==> src/rtl/rs_issue_tracker.sv <==
// Reservation-station occupancy/issue tracker; RS_ISSUE_RR_EN selects rotating-priority issue.
// Latency: ready write or wakeup at T -> issue_valid at T+2; busy/free_cnt update at T+1.
// Backpressure: issue_valid/issue_ent hold while issue_ack is low; the presented entry stays busy.
module rs_issue_tracker #(
    parameter int REQ_LEN   = 4,
    parameter int GRANT_LEN = 2
) (
    input  logic                 clk,
    input  logic                 reset,
    input  logic                 we1,
    input  logic [GRANT_LEN-1:0] waddr1,
    input  logic                 wready1,
    input  logic                 we2,
    input  logic [GRANT_LEN-1:0] waddr2,
    input  logic                 wready2,
    input  logic [REQ_LEN-1:0]   ready_set,
    input  logic                 kill,
    input  logic                 issue_ack,
    output logic                 issue_valid,
    output logic [GRANT_LEN-1:0] issue_ent,
    output logic [REQ_LEN-1:0]   busy,
    output logic [GRANT_LEN:0]   free_cnt
);

    logic [REQ_LEN-1:0]   ready_r;
    logic                 release_vld;
    logic                 issue_load;
    logic [REQ_LEN-1:0]   rel_mask;
    logic [REQ_LEN-1:0]   wr1_mask;
    logic [REQ_LEN-1:0]   wr2_mask;
    logic [REQ_LEN-1:0]   busy_nxt;
    logic [REQ_LEN-1:0]   ready_nxt;
    logic [REQ_LEN-1:0]   cand;
    logic [GRANT_LEN:0]   free_nxt;
    logic                 sel_vld;
    logic [GRANT_LEN-1:0] sel_idx;

    assign release_vld = issue_valid & issue_ack;
    assign issue_load  = !issue_valid | issue_ack;

    always_comb begin
        rel_mask = '0;
        wr1_mask = '0;
        wr2_mask = '0;
        for (int i = 0; i < REQ_LEN; i++) begin
            rel_mask[i] = release_vld && (issue_ent == GRANT_LEN'(i));
            wr1_mask[i] = we1 && (waddr1 == GRANT_LEN'(i));
            wr2_mask[i] = we2 && (waddr2 == GRANT_LEN'(i));
        end
    end

    // Writes beat release and wakeup for the same entry; wakeup only lands on busy entries.
    always_comb begin
        busy_nxt  = (busy & ~rel_mask) | wr1_mask | wr2_mask;
        ready_nxt = '0;
        for (int i = 0; i < REQ_LEN; i++) begin
            ready_nxt[i] = (ready_r[i] | (ready_set[i] & busy[i])) & ~rel_mask[i];
            if (wr1_mask[i]) begin
                ready_nxt[i] = wready1;
            end else if (wr2_mask[i]) begin
                ready_nxt[i] = wready2;
            end
        end
    end

    always_comb begin
        free_nxt = '0;
        for (int i = 0; i < REQ_LEN; i++) begin
            if (!busy_nxt[i]) begin
                free_nxt = free_nxt + (GRANT_LEN+1)'(1);
            end
        end
    end

    // The entry leaving this cycle must not be picked again.
    assign cand    = busy & ready_r & ~rel_mask;
    assign sel_vld = |cand;

`ifdef RS_ISSUE_RR_EN
    logic [GRANT_LEN-1:0] rr_ptr;
    logic [GRANT_LEN-1:0] rr_ptr_nxt;

    always_comb begin
        logic found;
        found   = 1'b0;
        sel_idx = issue_ent;
        for (int k = 0; k < REQ_LEN; k++) begin
            if (!found && cand[(int'(rr_ptr) + k) % REQ_LEN]) begin
                found   = 1'b1;
                sel_idx = GRANT_LEN'((int'(rr_ptr) + k) % REQ_LEN);
            end
        end
    end

    always_comb begin
        if (int'(sel_idx) + 1 >= REQ_LEN) begin
            rr_ptr_nxt = '0;
        end else begin
            rr_ptr_nxt = sel_idx + GRANT_LEN'(1);
        end
    end

    always_ff @(posedge clk) begin
        if (!reset || kill) begin
            rr_ptr <= '0;
        end else if (issue_load && sel_vld) begin
            rr_ptr <= rr_ptr_nxt;
        end
    end
`else
    always_comb begin
        sel_idx = issue_ent;
        for (int i = REQ_LEN - 1; i >= 0; i--) begin
            if (cand[i]) begin
                sel_idx = GRANT_LEN'(i);
            end
        end
    end
`endif

    always_ff @(posedge clk) begin
        if (!reset) begin
            busy        <= '0;
            ready_r     <= '0;
            issue_valid <= 1'b0;
            issue_ent   <= '0;
            free_cnt    <= (GRANT_LEN+1)'(REQ_LEN);
        end else if (kill) begin
            busy        <= '0;
            ready_r     <= '0;
            issue_valid <= 1'b0;
            free_cnt    <= (GRANT_LEN+1)'(REQ_LEN);
        end else begin
            busy     <= busy_nxt;
            ready_r  <= ready_nxt;
            free_cnt <= free_nxt;
            if (issue_load) begin
                issue_valid <= sel_vld;
                issue_ent   <= sel_idx;
            end
        end
    end

    // Allocator contract checks; hardware takes no corrective action.
    always_ff @(posedge clk) begin
        if (reset && !kill) begin
            assert (!(we1 && we2 && (waddr1 == waddr2)));
            assert ((wr1_mask & busy & ~rel_mask) == '0);
            assert ((wr2_mask & busy & ~rel_mask) == '0);
            assert (!we1 || ({1'b0, waddr1} < (GRANT_LEN+1)'(REQ_LEN)));
            assert (!we2 || ({1'b0, waddr2} < (GRANT_LEN+1)'(REQ_LEN)));
            assert (!(issue_ack && !issue_valid));
        end
    end

endmodule

==> config.mk <==
export PLATFORM = sky130hd
export DESIGN_NAME = rs_issue_tracker
export DESIGN_NICKNAME = d
export VERILOG_FILES = /design/src/rtl/rs_issue_tracker.sv
export SDC_FILE = /design/constraint.sdc
export NUM_CORES = 1
export LEC_CHECK = 0
export ABC_AREA = 0
export CORE_UTILIZATION = 41
export DETAILED_ROUTE_END_ITERATION = 10
export PLACE_DENSITY = 0.74
export SLEW_MARGIN = 40
export SYNTH_ARGS = -nofsm -noshare
export SYNTH_HDL_FRONTEND = slang
export SYNTH_SLANG_ARGS = --single-unit
==> constraint.sdc <==
create_clock -name clk -period 1.9 [get_ports clk]
set_input_delay 0.38 -clock clk [delete_from_list [all_inputs] [get_ports clk]]
set_output_delay 0.38 -clock clk [all_outputs]
set_load 0.01 [all_outputs]
# Yosys cells after proc, flatten, opt, wreduce, memory -nomap -nowiden
# Index checks and enable logic that the tools add are counted.
# totals
mem_count	0
ramBits	0
ff_bits	14
input_bits	16
word_cells	79
latch_bits	0
romBits	0
# op_classes
n_eq_ne	9
n_lt_le_gt_ge	0
n_mux	16
div	0
reduce_logical	20
n_addsub	3
multipliers	0
n_shift	0
n_bitwise	26
# op_table
operator	n
4-bit AND	3
2-bit equality test (second input constant)	6
1-bit logical AND	12
3-bit by 1-bit adder with 3-bit output (second input constant)	3
1-bit AND	9
1-bit two-way mux	9
3-bit two-way mux	3
2-bit two-way mux	4
4-bit bitwise OR	2
2-bit by 1-bit equality test with 1-bit output (second input constant)	3
2-bit zero test	3
1-bit inverter	6
1-bit bitwise OR	5
4-bit inverter	1
4-bit nonzero test	1
4-bit OR reduction	1
3-bit AND reduction	1
2-bit OR reduction	1
1-bit zero test	1

# Logic depth before layout (Yosys ltp)
# logic_depth
ltp_word	13
mapped_depth	9
depth_no_buf	9

# Least setup slack after synthesis
# Ideal clock, no wire load.
# synth_timing
kind	register -> register
start	register issue_valid
end	register free_cnt[2]
slack_ns	-0.104
stages_incl_launch_ff	9
n_path_buf	0
setup_ns	0.062
period_less_slack_ns	2.004
t_arrival_ns	1.942
t_required_ns	1.838
cell_sequence	dfxtp_1 > nand4bb_1 > a211oi_2 > ha_1 > xor2_2 > ha_1 > inv_1 > a311o_1 > nand3_1
# synth_via
elab_chain_cells	13
# synth_rtl
element	line_no	source
start: declaration	19	output logic issue_valid,
start signal: assignment	138	issue_valid <= sel_vld;
1-bit AND *	38	assign release_vld = issue_valid & issue_ack;
1-bit logical AND	46	rel_mask[i] = release_vld && (issue_ent == GRANT_LEN'(i));
4-bit inverter *	54	busy_nxt = (busy & ~rel_mask) | wr1_mask | wr2_mask;
4-bit AND *	54	
4-bit bitwise OR * (2 in a row)	54	
1-bit two-way mux	69	if (!busy_nxt[i]) begin
3-bit by 1-bit adder with 3-bit output	70	free_nxt = free_nxt + (GRANT_LEN+1)'(1);
3-bit two-way mux	69	
3-bit by 1-bit adder with 3-bit output	70	
3-bit two-way mux	69	
3-bit by 1-bit adder with 3-bit output	70	
3-bit two-way mux *	69	
end signal: assignment	127	free_cnt <= (GRANT_LEN+1)'(REQ_LEN);
end signal: assignment	132	free_cnt <= (GRANT_LEN+1)'(REQ_LEN);
end signal: assignment	136	free_cnt <= free_nxt;
end: declaration	22	output logic [GRANT_LEN:0] free_cnt
# Mark *: on every way between the ends. The rest lies on a longest branch, timed or not.
# A chain may end at the register's enable or synchronous reset.

# Worst setup path in the final report
# layout_timing
start	register issue_ent[0]
end	register free_cnt[2]
# layout_via
elab_chain_cells	13
# layout_rtl
element	line_no	source
start: declaration	20	output logic [GRANT_LEN-1:0] issue_ent,
start signal: assignment	139	issue_ent <= sel_idx;
2-bit zero test	46	
1-bit logical AND	46	
4-bit inverter *	54	
4-bit AND *	54	
4-bit bitwise OR * (2 in a row)	54	
1-bit two-way mux	69	
3-bit by 1-bit adder with 3-bit output	70	
3-bit two-way mux	69	
3-bit by 1-bit adder with 3-bit output	70	
3-bit two-way mux	69	
3-bit by 1-bit adder with 3-bit output	70	
3-bit two-way mux *	69	
# Marked as above.

==> results.json <==
{
  "vias_per_cell": 5.81,
  "ir_drop_v": 0.000415,
  "setup_viol": 1,
  "synth_nets": 109,
  "detail_route.iter0.violations": 38,
  "clock-sinks": 14,
  "clk_latency_ns": 0.29,
  "dr.pass1.iters": 7,
  "syn-instance-count": 91,
  "htree_levels": 1,
  "async_flop_share": 0,
  "layout_commonest_cell": "buf_4",
  "wirelength_mm": 2.89,
  "slowest_delay_ns": 0.35,
  "yosys_warnings": 0,
  "slew_headroom": 0.809,
  "die_area_um2": 2240,
  "crit_required_ns": 2.13,
  "finalHoldViolations": 0,
  "synth_top_area_share": 0.333,
  "start_util": 0.433,
  "fin_skew_ns": 0.00965,
  "synth-seq-cells": 14,
  "failed_checks": "DRC, setup timing",
  "yosysUniqueCellTypes": 36,
  "drive_gt1_frac": 0.383,
  "end_kind": "flip-flop",
  "grt_pass1_wl_mm": 4.43,
  "crit_slowest_cell": "dfxtp_2",
  "clk_pin_slew_ns": 0.08,
  "numPortBuffers": 25,
  "path_max_fanout": 4,
  "hold_buffers": 0,
  "worst_pin_slew_ns": 0.284,
  "coreArea_um2": 1940,
  "wire_per_inst_um": 16.4,
  "yosys-top-cells-area": "dfxtp_1, a211oi_1, nor2_1",
  "layout_common_cells": "buf_4, clkdlybuf4s50_1, dfxtp_1, a211oi_1, nor2_1",
  "area_delta_synth_final_pct": 69.0,
  "synth-edff-count": 0,
  "path_cells": "nand4bb_1, a211oi_2, ha_1, xor2_2, ha_4, inv_2, a311o_1, nand3_1",
  "period_share": 1.02,
  "clock.fmax_ghz": 0.516,
  "layout_setup_ws_ns": -0.0392,
  "syn_avg_cell_area_um2": 9.24,
  "num_antenna_cells": 0,
  "layout_min_cycle_time_ns": 1.94,
  "dp_hpwl_mm": 2.12,
  "place_ws_ns": -0.633,
  "grt_pass1_vias": 966,
  "die_x_um": 47.3,
  "grt-ovfl-total": 0,
  "detail-route-antenna-nets": 0,
  "vias": 1022,
  "powerDensity_nw_per_um2": 535,
  "cts_buffers": 3,
  "netlist_area_um2": 841,
  "drv_slew": 0,
  "io_pins": 26,
  "holdCritPathClass": "reg2reg",
  "crit_arrival_ns": 2.17,
  "synth_top_cell_by_area": "dfxtp_1",
  "seq_area_frac_synth": 0.333,
  "cts_root_buf": "clkbuf_4",
  "ys.flop_type": "dfxtp_1",
  "hold_ws_ns": 0.653,
  "rsz0062_at_grt": "true",
  "regToRegSetupSlack_ns": -0.04,
  "drc_errors": 1,
  "gr-usage-all-layers": 0.287,
  "cts_tree": "built",
  "rows": 16,
  "status": "finished, violations left",
  "p_leak_nw": 0.602,
  "worst_setup_path_start_kind": "flip-flop",
  "gp_congestion": 0.838,
  "grt_max_degree": 11,
  "die_h_um": 47.3,
  "final_nets": 169,
  "crit_type": "reg2reg",
  "drv_cap": 0,
  "antenna_found_initial": 0,
  "clk_path_buf_depth": 2
}
[where the power goes]
part           internal [mW]  switching [mW]  total [mW]  leakage, nW
Combinational          0.154           0.113       0.267        0.472
Sequential             0.305         0.00992       0.315        0.116
Clock                 0.0737           0.104       0.178       0.0138
[metal layers]
layer  track usage  up-vias  part of all wire
li1              -      477                 -
met1         0.334      491              0.40
met2         0.510       42              0.52
met3        0.0462       12             0.053
met4         0.131        0             0.025
met5             0        -                 0
[cell type report]
| type | count | area (µm²) |
|---|---|---|
| clock buffer | 3 | 22.5 |
| fill | 165 | 520 |
| inverter | 4 | 15.0 |
| multi-input combinational | 72 | 584 |
| sequential | 14 | 289 |
| tap | 27 | 33.8 |
| timing repair buffer | 56 | 477 |
[Yosys cell counts, drive strengths merged, types with 2 or more instances]
cell type,number
a211oi,13
a21oi,6
and3,2
and3b,4
and4b,2
dfxtp,14
ha,2
inv,4
nand2,4
nand3,2
nand4b,2
nor2,10
nor3,4
nor3b,3
o22ai,2
[state kept, by name (all words and copies together) (netlist names)]
name         count
busy             4
ready_r          4
issue_valid      1
free_cnt         3
issue_ent        2
[critical path: cells and delay by family, from the launching register on]
kind	cells	cell delay, ns
buffers and inverters	1	0.03
DFF	1	0.35
AOI/OAI and AO/OA	2	0.52
and+or+nand+nor	2	0.30
xor gates and xnor gates	1	0.22
adders and majority gates	2	0.47
[cells by family (layout without fill, tap and decap cells)]
family | count (synthesis) | count (layout) | share of synthesized area
mux | 1 | 1 | 0.0134
buf+inv | 5 | 63 | 0.0223
simple gates | 40 | 40 | 0.310
compound gates | 28 | 28 | 0.272
fa+ha+maj | 2 | 2 | 0.0298
flops | 14 | 14 | 0.333
xor+xnor | 1 | 1 | 0.0194
[what timing repair did]
action,4_1_cts,5_1_grt
pin swaps,8,5
gates resized for setup,24,6
setup buffers,6,2
endpoints found under the setup margin,3,3
[stage by stage]
step	TNS, ns	total power [mW]	cells	utilization	cell area, µm²
5_1_grt	-0.226	0.793	176	0.732	1420
3_5_place_dp	-1.94	0.547	165	0.671	1300
6_report	-0.0392	0.760	176	0.732	1420
3_3_place_gp	-1.42	0.537	165	0.671	1300
2_1_floorplan	0	0.419	91	-	850
4_1_cts	-0.0504	0.732	174	0.715	1390
[worst paths after layout]
path                      from           to  cells after the start
setup / recovery  issue_ent[0]  free_cnt[2]                      8
setup reg to reg  issue_ent[0]  free_cnt[2]                      8
hold reg to reg    issue_valid  issue_valid                      2
hold / removal     issue_valid  issue_valid                      2
Note: power is estimated with default switching activity, not from simulation.
==> RTL edit 1: new RTL, same flow settings <==
Set the parameter `GRANT_LEN` to 4 (it was 2).
--- a/src/rtl/rs_issue_tracker.sv
+++ b/src/rtl/rs_issue_tracker.sv
@@ -4,5 +4,5 @@
 module rs_issue_tracker #(
     parameter int REQ_LEN   = 4,
-    parameter int GRANT_LEN = 2
+    parameter int GRANT_LEN = 4
 ) (
     input  logic                 clk,
Ports: changed (resized free_cnt, issue_ent, waddr1 and waddr2); port bits go from 26 to 34. The function was not compared with the original's and may differ.
==> RTL edit 1 against the original RTL <==
The flow finishes with violations (negative setup slack); fmax rose by 2.0%; via count rose by 13%; largest power group unchanged; clock power rose by 12%; synthesized cell count rose by 24%; design area rose by 18%; power fell by 4.8%; first-iteration DRC count fell by 21%; setup slack improved by 0.037 ns; synthesized area rose by 17%; utilization rose by 1.9 points; count of clock-buffer cells in the layout did not move; routed wire length rose by 9.4%; sequential cell count rose by 1.
==> RTL edit 1: results (changes against the original RTL) <==
.. list-table::
   :header-rows: 1

   * - Metric
     - Value
   * - Count of different cell masters after synthesis
     - 47 (+31%)
   * - Largest cells by area after synthesis
     - sky130_fd_sc_hd__dfxtp_1 30%, sky130_fd_sc_hd__nand3_1 5.1%, sky130_fd_sc_hd__and4bb_2 3.8%
   * - Routed WL
     - 3.16 mm (+9.4%)
   * - Adder and majority cell fraction of the synthesized area
     - 2.54% (-0.44 points)
   * - GRT met3 Usage
     - 6.55% (+1.9 points)
   * - Input/output buffers
     - 30 (+20%)
   * - Registers with the highest flip-flop counts
     - busy (4), free_cnt (4), ready_r (4)
   * - Power dissipated by switching net loads
     - 0.209 mW (-8.4%)
   * - Total length of routed met2 wires
     - 1.74 mm (+15%)
   * - Register share of total power
     - 44.9% (+3.4 points)
   * - Comb power frac
     - 27.4% (-7.7 points)
   * - Number of setup violations in the final report
     - 1 (unchanged)
   * - Setup total negative slack
     - -0.00198 ns (+0.0372 ns)
   * - Met2 track utilization from global routing
     - 50.4% (-0.52 points)
   * - Part of the Yosys area used for sequential elements
     - 30.5% (-2.9 points)
   * - Amount of wire on met3 after detailed routing
     - 188 um (+24%)
   * - Drt first-iter violations
     - 30 (-21%)
   * - Post-Layout Cell Count
     - 209 (+19%)
   * - Detailed-routing wirelength on met1
     - 1.18 mm (+2.3%)
   * - Result of the run
     - complete, but fails checks
   * - Gates resized, CTS repair
     - 40 (+67%)
   * - Post-CTS setup buffer count
     - 2 (-4)
   * - Post-detailed-placement half-perimeter wirelength
     - 2.41 mm (+14%)
   * - Detailed-routing iteration count for the pre-antenna-repair pass
     - 5 (-2)
   * - Synth Area per Inst
     - 8.73 sq um (-5.6%)
   * - Violated checks
     - negative setup slack
   * - Last weighted congestion value of the routability-driven placer
     - 0.826 (-1.4%)
   * - Post-synthesis compound-gate area fraction
     - 21.4% (-5.8 points)
   * - PnR worst setup slack
     - -0.00198 ns (+0.0372 ns)
   * - Leakage
     - 0.724 nW (+20%)
[RTL edit 1: changes by cell type in the layout (fill, tap and decap cells not counted), sizes merged, moves of 3 or more]
cell	delta
a211oi	-12
a21oi	-3
a311oi	+3
and3b	-4
buf	+9
clkdlybuf4s15	-3
conb	+4
dlygate4sd2	+3
nand2	+7
nand3	+8
nor3b	-3
[RTL edit 1: final cells by class]
type                    instances  area (sq um)
flip-flops and latches         15           302
well taps                      28          35.0
inverters                       5          21.3
multi-input cells              90           737
fillers                       174           556
clock buffers                   3          22.5
repair buffers                 67           556
clock inverters                 1          5.00
[RTL edit 1: worst paths after layout]
path	end	start	cells past startpoint	slack (ns)
max reg2reg	free_cnt[1]	issue_ent[1]	8	-0.002
min reg2reg	issue_valid	ready_r[1]	2	0.63
max	free_cnt[1]	issue_ent[1]	8	-0.002
min	ready_r[1]	waddr1[1]	4	0.58
==> RTL edit 2: new RTL, config.mk and constraints unchanged <==
Without the edit above. Register the output `free_cnt` once more, cleared by the reset; this adds one clock of latency there. The other outputs are not delayed to match. Comments in the files are not updated.
--- a/src/rtl/rs_issue_tracker.sv
+++ b/src/rtl/rs_issue_tracker.sv
@@ -22,4 +22,6 @@
     output logic [GRANT_LEN:0]   free_cnt
 );
+
+    logic [GRANT_LEN:0] free_cnt_s0;
 
     logic [REQ_LEN-1:0]   ready_r;
@@ -125,14 +127,14 @@
             issue_valid <= 1'b0;
             issue_ent   <= '0;
-            free_cnt    <= (GRANT_LEN+1)'(REQ_LEN);
+            free_cnt_s0 <= (GRANT_LEN+1)'(REQ_LEN);
         end else if (kill) begin
             busy        <= '0;
             ready_r     <= '0;
             issue_valid <= 1'b0;
-            free_cnt    <= (GRANT_LEN+1)'(REQ_LEN);
+            free_cnt_s0 <= (GRANT_LEN+1)'(REQ_LEN);
         end else begin
             busy     <= busy_nxt;
             ready_r  <= ready_nxt;
-            free_cnt <= free_nxt;
+            free_cnt_s0 <= free_nxt;
             if (issue_load) begin
                 issue_valid <= sel_vld;
@@ -154,4 +156,12 @@
     end
 
+    always_ff @(posedge clk) begin
+        if (!reset) begin
+            free_cnt <= '0;
+        end else begin
+            free_cnt <= free_cnt_s0;
+        end
+    end
+
 endmodule
 
Function: changed (Yosys sat finds a counterexample within 4 cycles, from zero or initial values and one cycle with reset low).
==> RTL edit 2 against the original RTL <==
Setup slack got worse by 0.083 ns; count of clock-buffer cells in the layout unchanged; largest cell class unchanged; global-route usage decreased by 5.2 points; the flow finishes with violations (negative setup slack); clock skew decreased by 0.0082 ns; synthesized area increased by 8.5%; die area increased by 8.1%; sequential cell count increased by 3; power increased by 15%; critical path type unchanged; routed wire length decreased by 6.9%; combinational power increased by 6%; design area increased by 7.0%.
==> RTL edit 2: results (changes against the original RTL) <==
.. list-table::
   :header-rows: 1

   * - Metric
     - Value
   * - Largest cells by area after synthesis
     - sky130_fd_sc_hd__dfxtp_1 37%, sky130_fd_sc_hd__a211oi_1 4.9%, sky130_fd_sc_hd__and2_1 3.4%
   * - Slowest cell on the critical path
     - sky130_fd_sc_hd__dfxtp_4
   * - Wire length of the first global-routing pass
     - 4.40 mm (-0.77%)
   * - Last weighted congestion value of the routability-driven placer
     - 0.818 (-2.4%)
   * - Detailed-routing iteration count for the pre-antenna-repair pass
     - 4 (-3)
   * - Violated checks
     - negative setup slack
   * - Hold path startpoint
     - free_cnt_s0[1]
   * - Post-route worst hold slack
     - 0.451 ns (-0.202 ns)
   * - Registers with the highest flip-flop counts
     - busy (4), ready_r (4)
   * - Post-detailed-placement half-perimeter wirelength
     - 1.87 mm (-12%)
   * - Number of setup violations in the final report
     - 3 (+2)
   * - Fraction of layout instances using a drive strength above 1
     - 33.8% (-4.5 points)
   * - Hold Path Depth
     - 1 (-1)
   * - PnR worst setup slack
     - -0.122 ns (-0.0828 ns)
   * - Number of filler instances in the final layout
     - 141 (-15%)
   * - Signal arrival time at the worst endpoint
     - 2.26 ns (+0.09 ns)
   * - Post-placement cell count
     - 167 (+1.2%)
   * - Commonest cells in the netlist
     - 17 x sky130_fd_sc_hd__dfxtp_1, 6 x sky130_fd_sc_hd__a211oi_1, 6 x sky130_fd_sc_hd__nor2_1
   * - Amount of wire on met3 after detailed routing
     - 164 um (+7.9%)
   * - FF-to-FF Start
     - issue_ent[1]
   * - Drt first-iter violations
     - 49 (+29%)
   * - Post-Route Skew
     - 0.00145 ns (-0.00820 ns)
   * - Transition time of the tightest slew-check pin
     - 0.323 ns (+0.0384 ns)
   * - Global-route usage over all layers
     - 23.5% (-5.2 points)
   * - Average detailed-routed wire length per instance
     - 15.4 um (-6.4%)
   * - Result of the run
     - complete, but fails checks
RTL edit 2: worst max-delay path by stage:
stage | endpoint | depth (start not counted) | slack (ns)
after floorplan | free_cnt_s0[2] | 8 | 0.01
after global placement | free_cnt_s0[2] | 9 | -0.56
after detailed placement | free_cnt_s0[2] | 9 | -0.67
after CTS | free_cnt_s0[2] | 8 | -0.12
after global routing | free_cnt_s0[2] | 8 | -0.18
final | free_cnt_s0[2] | 8 | -0.12
RTL edit 2: cell families after synthesis:
family	count (synthesis)	share of synthesized area (%)
simple gates	39	27.8
fa+ha+maj	2	2.74
buf+inv	4	1.65
mux	1	1.65
compound gates	30	27.0
flops	17	37.3
xor+xnor	1	1.78
RTL edit 2: report_power, final:
| part | leakage, nW | switching (mW) | internal (mW) |
|---|---|---|---|
| combinational | 0.512 | 0.121 | 0.161 |
| sequential | 0.141 | 0.0100 | 0.373 |
| clock | 0.0177 | 0.127 | 0.0783 |
| total | 0.670 | 0.258 | 0.612 |
RTL edit 2: timing repair:
action | 4_1_cts | 5_1_grt
pin swaps | 6 | 7
gates resized for setup | 13 | 8
setup endpoints to repair | 3 | 3
setup buffers | 3 | 2
RTL edit 2: cell type report:
| class | instances | area [sq um] | share of cell area [%] |
|---|---|---|---|
| sequential | 17 | 349 | 23.0 |
| clock buffer | 3 | 22.5 | 1.48 |
| clock inverter | 1 | 5.00 | 0.329 |
| timing repair buffer | 51 | 442 | 29.1 |
| multi-input combinational | 73 | 657 | 43.2 |
| inverter | 3 | 11.3 | 0.741 |
| tap | 27 | 33.8 | 2.22 |
RTL edit 2: routing by layer:
layer | up-vias | global-route usage (%)
li1 | 474 | -
met1 | 480 | 28.6
met2 | 50 | 41.6
met3 | 13 | 4.05
met4 | 0 | 7.35
met5 | - | 0
